### src/rtl/trace_capture_ctrl_if.sv
// rtl/trace_capture_ctrl_if.sv - waveform memory write port for the trace capture sequencer
interface trace_capture_ctrl_if #(
    parameter int ADDR_W = 13
) ();
    logic [ADDR_W-1:0] mem_addr;
    logic              wr_en;
    logic [7:0]        wave_data;

    modport master (output mem_addr, output wr_en, output wave_data);
    modport slave  (input  mem_addr, input  wr_en, input  wave_data);
endinterface

### src/rtl/trace_capture_ctrl.sv
// rtl/trace_capture_ctrl.sv - arm/trigger/delay/capture sequencer writing ADC samples to waveform memory
module trace_capture_ctrl #(
    parameter int ADDR_W = 13,
    parameter int DEPTH  = 1024,
    parameter int DLY_W  = 16
) (
    input  logic                 clk,
    input  logic                 rst,
    input  logic                 arm,
    input  logic                 abort,
    input  logic                 trig,
    input  logic [DLY_W-1:0]     delay,
    input  logic [ADDR_W-1:0]    nsamp,
    input  logic [7:0]           adc_data,
    trace_capture_ctrl_if.master mem,
    output logic                 busy,
    output logic                 done,
    output logic                 ovf
);

    typedef enum logic [2:0] {
        IDLE,
        ARMED,
        DELAY,
        CAPTURE,
        FINISHED
    } state_t;

    localparam logic [ADDR_W-1:0] DEPTH_V = ADDR_W'(DEPTH);

    state_t            state;
    logic [DLY_W-1:0]  dcnt;
    logic [ADDR_W-1:0] last_addr;
    logic [ADDR_W-1:0] trig_last_addr;

    // Zero or oversized requests capture the whole memory.
    always_comb begin
        trig_last_addr = DEPTH_V - ADDR_W'(1);
        if (nsamp != '0 && nsamp <= DEPTH_V) begin
            trig_last_addr = nsamp - ADDR_W'(1);
        end
    end

    always_ff @(posedge clk or posedge rst) begin
        if (rst) begin
            state         <= IDLE;
            dcnt          <= '0;
            last_addr     <= '0;
            mem.mem_addr  <= '0;
            mem.wr_en     <= 1'b0;
            mem.wave_data <= '0;
            busy          <= 1'b0;
            done          <= 1'b0;
            ovf           <= 1'b0;
        end else if (abort) begin
            state     <= IDLE;
            mem.wr_en <= 1'b0;
            busy      <= 1'b0;
            done      <= 1'b0;
        end else begin
            case (state)
                IDLE: begin
                    if (arm) begin
                        state <= ARMED;
                        busy  <= 1'b1;
                        ovf   <= 1'b0;
                    end
                end
                ARMED: begin
                    if (trig) begin
                        last_addr <= trig_last_addr;
                        if (delay == '0) begin
                            state         <= CAPTURE;
                            mem.wr_en     <= 1'b1;
                            mem.mem_addr  <= '0;
                            mem.wave_data <= adc_data;
                        end else begin
                            state <= DELAY;
                            dcnt  <= delay;
                        end
                    end
                end
                DELAY: begin
                    if (trig) begin
                        ovf <= 1'b1;
                    end
                    dcnt <= dcnt - DLY_W'(1);
                    if (dcnt == DLY_W'(1)) begin
                        state         <= CAPTURE;
                        mem.wr_en     <= 1'b1;
                        mem.mem_addr  <= '0;
                        mem.wave_data <= adc_data;
                    end
                end
                CAPTURE: begin
                    if (trig) begin
                        ovf <= 1'b1;
                    end
                    // mem_addr holds the final address afterwards; it never steps past it.
                    if (mem.mem_addr == last_addr) begin
                        state     <= FINISHED;
                        mem.wr_en <= 1'b0;
                        busy      <= 1'b0;
                        done      <= 1'b1;
                    end else begin
                        mem.mem_addr  <= mem.mem_addr + ADDR_W'(1);
                        mem.wave_data <= adc_data;
                    end
                end
                FINISHED: begin
                    if (arm) begin
                        state <= ARMED;
                        busy  <= 1'b1;
                        done  <= 1'b0;
                        ovf   <= 1'b0;
                    end
                end
                default: begin
                    state     <= IDLE;
                    mem.wr_en <= 1'b0;
                    busy      <= 1'b0;
                    done      <= 1'b0;
                end
            endcase
        end
    end

endmodule

### src/flat_wrapper.sv
// flat-port wrapper written by rule: the top's interface ports become plain ports
module trace_capture_ctrl_flat 
#(
    parameter int ADDR_W = 13,
    parameter int DEPTH  = 1024,
    parameter int DLY_W  = 16
)
  (clk, rst, arm, abort, trig, delay, nsamp, adc_data, busy, done, ovf, mem_mem_addr, mem_wr_en, mem_wave_data);
  trace_capture_ctrl_if #(.ADDR_W(ADDR_W)) mem_i ();
  input  logic clk;
  input  logic rst;
  input  logic arm;
  input  logic abort;
  input  logic trig;
  input  logic [DLY_W-1:0] delay;
  input  logic [ADDR_W-1:0] nsamp;
  input  logic [7:0] adc_data;
  output logic busy;
  output logic done;
  output logic ovf;
  output wire logic [$bits(mem_i.mem_addr)-1:0] mem_mem_addr;
  output wire logic [$bits(mem_i.wr_en)-1:0] mem_wr_en;
  output wire logic [$bits(mem_i.wave_data)-1:0] mem_wave_data;
  assign mem_mem_addr = mem_i.mem_addr;
  assign mem_wr_en = mem_i.wr_en;
  assign mem_wave_data = mem_i.wave_data;
  trace_capture_ctrl #(.ADDR_W(ADDR_W), .DEPTH(DEPTH), .DLY_W(DLY_W)) u_core (.clk(clk), .rst(rst), .arm(arm), .abort(abort), .trig(trig), .delay(delay), .nsamp(nsamp), .adc_data(adc_data), .mem(mem_i), .busy(busy), .done(done), .ovf(ovf));
endmodule
### config.mk
export PLATFORM = sky130hd
export DESIGN_NAME = trace_capture_ctrl_flat
export DESIGN_NICKNAME = d
export VERILOG_FILES = /design/src/rtl/trace_capture_ctrl_if.sv /design/src/rtl/trace_capture_ctrl.sv /design/src/flat_wrapper.sv
export SDC_FILE = /design/constraint.sdc
export NUM_CORES = 1
export LEC_CHECK = 0
export BUFFER_PORTS_ARGS = -buffer_cell sky130_fd_sc_hd__buf_4
export CAP_MARGIN = 20
export CORE_MARGIN = 2
export CORE_UTILIZATION = 52
export DETAILED_ROUTE_END_ITERATION = 16
export PLACE_DENSITY = 0.76
export SETUP_SLACK_MARGIN = 0.4
export SLEW_MARGIN = 15
export SYNTH_ARGS = -nofsm -noshare
export SYNTH_HDL_FRONTEND = slang
export SYNTH_SLANG_ARGS = --single-unit
### constraint.sdc
create_clock -name clk -period 7.5 [get_ports clk]
set_clock_uncertainty 0.1 [all_clocks]
set_input_delay 1.125 -clock clk [delete_from_list [all_inputs] [get_ports clk]]
set_output_delay 1.125 -clock clk [all_outputs]
set_load 0.02 [all_outputs]
; ---- After elaboration in Yosys (flattened, before gate mapping)
; Cells that the tools add are included.
[classes]
addsub = 3
n_eq_ne = 22
magnitude_cmp = 1
mux = 36
n_reduce_logical = 19
bitwise_logic = 1
[ops]
columns = op, count
row1 = two-way mux 13 bit, 5
row2 = one-hot mux 13 bit (3 select lines), 1
row3 = two-way mux 16 bit, 2
row4 = two-way mux 8 bit, 4
row5 = one-hot mux 16 bit (2 select lines), 1
row6 = one-hot mux 8 bit (3 select lines), 1
row7 = == test 16 x 1 -> 1 bit (second input constant), 1
row8 = zero test 16 bit, 1
row9 = subtractor 16 x 1 -> 16 bit (second input constant), 1
row10 = two-way mux 3 bit, 5
row11 = != test 2 x 1 -> 1 bit (second input constant), 7
row12 = adder 13 x 1 -> 13 bit (second input constant), 1
row13 = == test 13 bit, 1
row14 = <= comparator 13 x 11 -> 1 bit (second input constant), 1
row15 = nonzero test 13 bit, 1
row16 = subtractor 13 x 1 -> 13 bit (second input constant), 1
row17 = two-way mux 1 bit, 12
row18 = one-hot mux 3 bit (4 select lines), 1
row19 = AND reduction 4 bit, 3
row20 = != test 3 x 2 -> 1 bit (second input constant), 3
row21 = AND reduction 3 bit, 3
row22 = == test 3 x 2 -> 1 bit (second input constant), 2
row23 = != test 2 bit (second input constant), 3
row24 = != test 3 bit (second input constant), 2
row25 = other kinds (15), 19
[totals]
ff_bits = 57
inputBits = 42
wordCells = 91
out_inout_bits = 25

; ---- Logic depth before layout (Yosys ltp)
; Gate-level depths: netlist (run 1).
[depth]
word_depth = 5
depth_mapped = 9
depth_no_buf = 7

; ---- Worst setup path after synthesis (run 1)
; No wires, ideal clock.
[synth_timing]
path_type = input to register
from = input nsamp[3]
to = register u_core.last_addr[2]
setup_time_ps = 133
stages = 6
arrival_ps = 2756
slack_ps = 4511
path_cell_list = or4_1 -> or3_1 -> o31a_1 -> nor3_1 -> buf_2 -> a31oi_1
[synth_via]
elab_chain_cells = 3
[synth_lines]
columns = element, line
row1 = "start, declared", flat_wrapper.sv:16  ; input logic [ADDR_W-1:0] nsamp;
row2 = <= comparator 13 x 11 -> 1 bit / nonzero test 13 bit (equally long branches), trace_capture_ctrl.sv:39  ; if (nsamp != '0 && nsamp <= DEPTH_V) begin
row3 = logical AND 1 bit *, trace_capture_ctrl.sv:39
row4 = two-way mux 13 bit *, trace_capture_ctrl.sv:39
row5 = "end signal, assigned", trace_capture_ctrl.sv:71  ; last_addr <= trig_last_addr;
row6 = "end, declared", trace_capture_ctrl.sv:33  ; logic [ADDR_W-1:0] last_addr;
; Every way passes the cells marked *; elsewhere a longest branch is shown, timed or not.
; A chain may end at the register's enable or synchronous reset.

; ---- Worst setup path after layout (run 1)
[layout_timing]
from = input delay[11]
to = register u_core.mem.mem_addr[3]
[layout_via]
elab_chain_cells = 3
[layout_lines]
columns = element, line
row1 = "start, declared", flat_wrapper.sv:15  ; input logic [DLY_W-1:0] delay;
row2 = zero test 16 bit, trace_capture_ctrl.sv:72  ; if (delay == '0) begin
row3 = != test 2 x 1 -> 1 bit (no line), n/a
row4 = AND reduction 6 bit (no line), n/a
row5 = "end signal, assigned", trace_capture_ctrl.sv:106  ; mem.mem_addr <= mem.mem_addr + ADDR_W'(1);
row6 = "end, declared", trace_capture_ctrl_if.sv:9  ; modport master (output mem_addr, output wr_en, output wave_data);
; No other way between the ends.

==> metrics.csv, run 1 <==
metric;value;unit
run_status;completed;
synthCells;370;
rows;28;
min_from;u_core.mem.wr_en$_DFFE_PP0P_;
synth_seq_area_share;0.4349;
holdCritPathClass;flip-flop to flip-flop;
fillers;515;
io_buffers;66;
synth-xor-area-share;0.05341;
synth_warnings;0;
hold_depth;1;
dieHeight;83.42;um
syn2layout_area_growth;22.47;%
max_freq;317.2;MHz
syn_nets;416;
hpwl;5417;um
avgViaCountPerCell;6.008;
ff2ff_path_depth;6;
synth_top_family_by_area;simple AND/OR/NAND/NOR gates;
insertion_delay;330;ps
place_inst;497;
synth_compound_area_frac;0.2110;
clkSinkCount;57;
clkSlewWorstSetupHoldPaths;60;ps
vias;3082;
grt_overflow;0;
postRouteAntennaNets;0;
drive_gt1_frac;0.2215;
cts_root_buf;clkbuf_8;
drc;0;
synthAdderAreaFrac;0.01526;
die_w;83.42;um
synth_mux_area_frac;0.03052;
wire_per_inst;14.98;um
final-setup-viol-count;0;
worstPathRequired;7620;ps
tightest_slew;878.8;ps
timing.final.crit_share;0.4204;
final_common_cell;buf_4;
finalNetCount;480;
antenna_found_initial;0;
ys_async_sr_fraction;1.000;
r2r_slack;4530;ps
synthDistinctLibCells;51;
synthSimpleGateAreaFrac;0.2221;
yosys_register_bits;57;
p_leak;1.716;nW
critPathMaxFanout;22;
die_area;0.006958;mm^2
track_usage;0.2333;
cap_viol_max_count;0;
ir_drop;0.0001718;V
htreeDepth;3;
power;1.067;mW
grt_pass1_vias;2893;
syn-cell-area;0.003279;mm^2
r2r-end;u_core.mem.wave_data[0]$_DFFE_PP0P_;
cts_buffers;9;
layout_common_cells;buf_4 (68), dfrtp_1 (57), nor2_1 (42);
core_area;0.005991;mm^2
floorplan.initialDensity;0.5474;
routed_wl;7684;um
ys.flop_type;dfrtp_1;
rsz0062_at_grt;no;
slew_viol_final;0;
drt_iter0_drc;286;
cts_buffer_depth;2;
finalHoldViolations;0;
n_antenna_cell;0;
period_needed;3153;ps
grt_pass1_wl;13430;um
critPathArrivalTime;3270;ps
cp-start-kind;input pin;
cts_tree;done;
crit_path_end_kind;flip-flop;
holdBufCountCts;0;
gp_congestion;0.9068;
cts_setup_buffers;0;
stdcell_count;513;
tns;0;ps
criticalPathCategory;input pin to flip-flop;
cts_resized;0;
min_to;u_core.mem.wr_en$_DFFE_PP0P_;
slew-limit-headroom;0.4141;
drtPass1Iterations;5;
r2r_start;u_core.state[0]$_DFFE_PP0P_;
synth_edf_count;0;
synth_area_per_cell;8.863;um^2
grt_max_degree;58;
power_density;265.6;mW/mm^2
io_pins;67;
Yosys cell counts (2+ instances only):
library cell   n  share of area
nor4_1        16          0.031
o21ai_0       34          0.052
or3_1          3         0.0057
inv_1         10          0.011
nor2_1        43          0.049
o22a_1        11          0.029
xor2_1        15          0.040
a221o_1        2         0.0061
nand2b_1       6          0.011
a22oi_1        5          0.011
mux2_2         8          0.027
and3_1         6          0.011
ha_1           4          0.015
nor3_1        13          0.020
xnor2_1        5          0.013
nand4_1        4         0.0076
nand3_1       14          0.021
a31oi_1        3         0.0057
o211ai_1       3         0.0069
a22o_1         3         0.0080
buf_2          2         0.0031
clkbuf_1      13          0.015
a21oi_1       30          0.046
o2bb2ai_1      5          0.013
nor2b_1        4         0.0076
dfrtp_1       57           0.43
nand2_1       27          0.031
metal layers:
layer / vias to the layer above / wire [um] / track usage
met2: 109 / 3454 / 0.3526
met1: 1466 / 3593 / 0.3338
met3: 11 / 540 / 0.05964
li1: 1496 / - / -
met5: - / 0 / 0
met4: 0 / 96 / 0.06745
metrics by stage:
step	hold slack, ps	worst slack (ps)	utilization	cell area [um^2]
after global placement	379.4	3749	0.6366	3814
after detailed placement	378.2	3713	0.6366	3814
final	389.8	4347	0.6704	4016
after CTS	392.4	4071	0.6692	4009
after floorplan	370.8	4511	-	3279
after global routing	428.2	4181	0.6704	4016
critical path, stage by stage:
cell and delay, ps:
buf_4 110, nor4_1 450, and4_1 310, nor2_1 50
or3b_1 740, a221o_1 470
how the worst max path moves through the flow:
stage / from / endpoint / slack (ps) / depth (start not counted)
after floorplan: nsamp[3] / u_core.last_addr[2]$_DFFE_PP0P_ / 4510 / 6
after detailed placement: nsamp[3] / u_core.last_addr[11]$_DFFE_PP0P_ / 3710 / 7
final: delay[11] / u_core.mem.mem_addr[3]$_DFFE_PP0P_ / 4350 / 6
after CTS: nsamp[3] / u_core.last_addr[11]$_DFFE_PP0P_ / 4070 / 7
after global routing: delay[11] / u_core.mem.mem_addr[4]$_DFFE_PP0P_ / 4180 / 6
after global placement: nsamp[3] / u_core.last_addr[11]$_DFFE_PP0P_ / 3750 / 7
power breakdown:
| group | switching [mW] | internal (mW) | leakage [nW] |
|---|---|---|---|
| Clock | 0.118 | 0.169 | 0.102 |
| Combinational | 0.158 | 0.139 | 0.916 |
| Sequential | 0.0878 | 0.395 | 0.698 |
state kept, by name (all words and copies together) (netlist names):
signal	flops
u_core.busy	1
u_core.dcnt	16
u_core.done	1
u_core.last_addr	13
u_core.mem.mem_addr	13
u_core.mem.wave_data	8
u_core.mem.wr_en	1
u_core.ovf	1
u_core.state	3
cell families after synthesis:
family	Yosys count
AO/OA/AOI/OAI	108
XOR/XNOR	20
adder cells (fa/ha/maj)	4
buffers and inverters	26
flip-flops	57
multiplexers	9
AND/OR/NAND/NOR	146
final cells by class:
cell class                      instances  area, um^2  area share
Clock inverter                          3       40.04    0.009969
Tap cell                               75       93.84     0.02336
Clock buffer                           12       155.1     0.03863
Timing Repair Buffer                   69       515.5      0.1283
Multi-Input combinational cell        287        1748      0.4352
Inverter                               10       37.54    0.009346
Sequential cell                        57        1426      0.3551
(Power assumes the default switching activity.)
==> inputs of run 2 (changes only) <==
--- a/config.mk
+++ b/config.mk
@@ -8,9 +8,9 @@
 export BUFFER_PORTS_ARGS = -buffer_cell sky130_fd_sc_hd__buf_4
 export CAP_MARGIN = 20
 export CORE_MARGIN = 2
-export CORE_UTILIZATION = 52
+export CORE_UTILIZATION = 50
 export DETAILED_ROUTE_END_ITERATION = 16
-export PLACE_DENSITY = 0.76
+export PLACE_DENSITY = 0.77
 export SETUP_SLACK_MARGIN = 0.4
 export SLEW_MARGIN = 15
 export SYNTH_ARGS = -nofsm -noshare
==> constraint.sdc (replaced) <==
create_clock -name clk -period 2.89 [get_ports clk]
set_clock_uncertainty 0.1 [all_clocks]
set_input_delay 0.4335 -clock clk [delete_from_list [all_inputs] [get_ports clk]]
set_output_delay 0.4335 -clock clk [all_outputs]
set_load 0.02 [all_outputs]
==> metrics.csv, run 2 (synthesized netlist as in run 1, its figures left out) <==
metric;value;unit
run_status;completed;
cts_tree;done;
place_inst;512;
dieHeight;84.99;um
cts_buffer_depth;2;
grt_pass1_wl;14020;um
stdcell_count;531;
insertion_delay;340;ps
drc;0;
seqPwrFrac;0.457;
io_pins;67;
utilization;0.6510;
antenna_found_initial;0;
finalHoldViolations;0;
drt_iter0_drc;250;
period_needed;2430;ps
tightest_slew;541.6;ps
clkSinkCount;57;
worstPathRequired;3010;ps
crit_path_cell_trace;or3_4 > and4bb_1 > nand4_1 > and2_4 > or3b_4 > a221o_1;
final-setup-viol-count;0;
rows;29;
critPathArrivalTime;2550;ps
whs;44.49;ps
avgViaCountPerCell;5.908;
largest_reg_flops;16;
grt_overflow;0;
timing.final.crit_share;0.8409;
hpwl;5941;um
floorplan.initialDensity;0.5165;
layout_common_cells;buf_4 (82), dfrtp_1 (56), nor2_1 (43);
grt_pass1_vias;2938;
holdBufCountCts;0;
ir_drop;0.0003965;V
tns;0;ps
n_antenna_cell;0;
p_comb_frac;0.299;
drtPass1Iterations;8;
critPathMaxFanout;7;
die_w;84.99;um
power_density;663.3;mW/mm^2
p_leak;1.781;nW
place_area;0.003926;mm^2
core_area;0.006350;mm^2
rsz0062_at_grt;yes;
slowest_stage;or3b_4;
wire_per_inst;15.77;um
cts_buffers;9;
holdCritPathClass;input pin to async pin;
cap_viol_max_count;0;
top_register;u_core.dcnt;
internal_power;1.768;mW
final_common_cell;buf_4;
cp-start-kind;flip-flop;
slew-limit-headroom;0.6356;
slowest_delay;450;ps
crit_path_end_kind;flip-flop;
vias;3137;
fillers;549;
slew_viol_final;0;
clockPowerShare;0.244;
cts_root_buf;clkbuf_8;
track_usage;0.2407;
clkSlewWorstSetupHoldPaths;70;ps
gp_congestion;0.8885;
routed_wl;8374;um
switching_share;0.3553;
grt_max_degree;58;
criticalPathCategory;flip-flop to flip-flop;
die_area;0.007222;mm^2
drive_gt1_frac;0.2489;
final_area;0.004134;mm^2
finalNetCount;495;
top_regs;u_core.dcnt: 16 flops, u_core.last_addr: 13 flops, u_core.mem.mem_addr: 13 flops;
io_buffers;66;
power.switching;0.9742;mW
htreeDepth;3;
postRouteAntennaNets;0;
syn2layout_area_growth;26.06;%
max_freq;411.5;MHz
## run 2: cell types whose count changed in the layout (fill, tap and decap cells not counted), sizes merged
cell	previous run	this run
buf	69	83
clkinv	2	1
clkbuf	12	14
or3b	1	2
bufinv	1	0
clkinvlp	0	1
## run 2: layout make-up
cell class / count / area [um^2] / area share
timing repair buffer: 83 / 635.6 / 0.1538
clock inverter: 2 / 12.51 / 0.003027
tap: 77 / 96.34 / 0.02331
sequential: 57 / 1428 / 0.3453
inverter: 10 / 37.54 / 0.009080
clock buffer: 14 / 162.7 / 0.03935
multi-input combinational: 288 / 1762 / 0.4262
## run 2: power by group through the flow
stage               clock network, mW  registers [mW]  logic (mW)
global placement                    0            1.24       0.786
detailed placement                  0            1.25       0.814
finish                          0.670            1.25       0.819
CTS                             0.680            1.24       0.817
floorplan                           0            1.29       0.449
global route                    0.730            1.28       0.915
## run 2: what timing repair did
item                       CTS  global route
setup buffers                0             2
pin swaps                    0             1
gates cloned                 0             1
gates resized for setup      1             3
setup endpoints to repair   22            21
## run 2: final timing paths
check	depth (start not counted)	slack, ps	from	end
max	6	460	u_core.dcnt[14]$_DFFE_PP0P_	u_core.mem.mem_addr[4]$_DFFE_PP0P_
min reg2reg	1	410	u_core.mem.wave_data[5]$_DFFE_PP0P_	u_core.mem.wave_data[5]$_DFFE_PP0P_
max reg2reg	6	460	u_core.dcnt[14]$_DFFE_PP0P_	u_core.mem.mem_addr[4]$_DFFE_PP0P_
min in group clk	2	180	nsamp[0]	u_core.last_addr[0]$_DFFE_PP0P_
max in group asynchronous	3	2370	rst	u_core.dcnt[12]$_DFFE_PP0P_
min	3	40	rst	u_core.mem.wave_data[2]$_DFFE_PP0P_
## run 2: stage by stage
step | setup WS (ps) | total power [mW]
2_1_floorplan | 439.0 | 1.735
3_3_place_gp | 249.2 | 2.024
3_5_place_dp | 243.6 | 2.069
4_1_cts | 401.5 | 2.740
5_1_grt | 382.9 | 2.925
6_report | 459.8 | 2.742
## run 2: layer usage
layer / track usage / up-vias / part of all wire / wire, um
met5: 0 / - / 0 / 0
met4: 0.07215 / 0 / 0.018 / 151
met3: 0.06420 / 17 / 0.064 / 535
met2: 0.3672 / 109 / 0.47 / 3916
met1: 0.3382 / 1489 / 0.45 / 3770
li1: - / 1522 / - / -
## run 2: worst max-delay path: cells and delay by family, from the launching register on
| kind | cells | cell delay (ps) |
|---|---|---|
| DFF | 1 | 390 |
| and+or+nand+nor | 5 | 1450 |
| AOI/OAI and AO/OA | 1 | 370 |
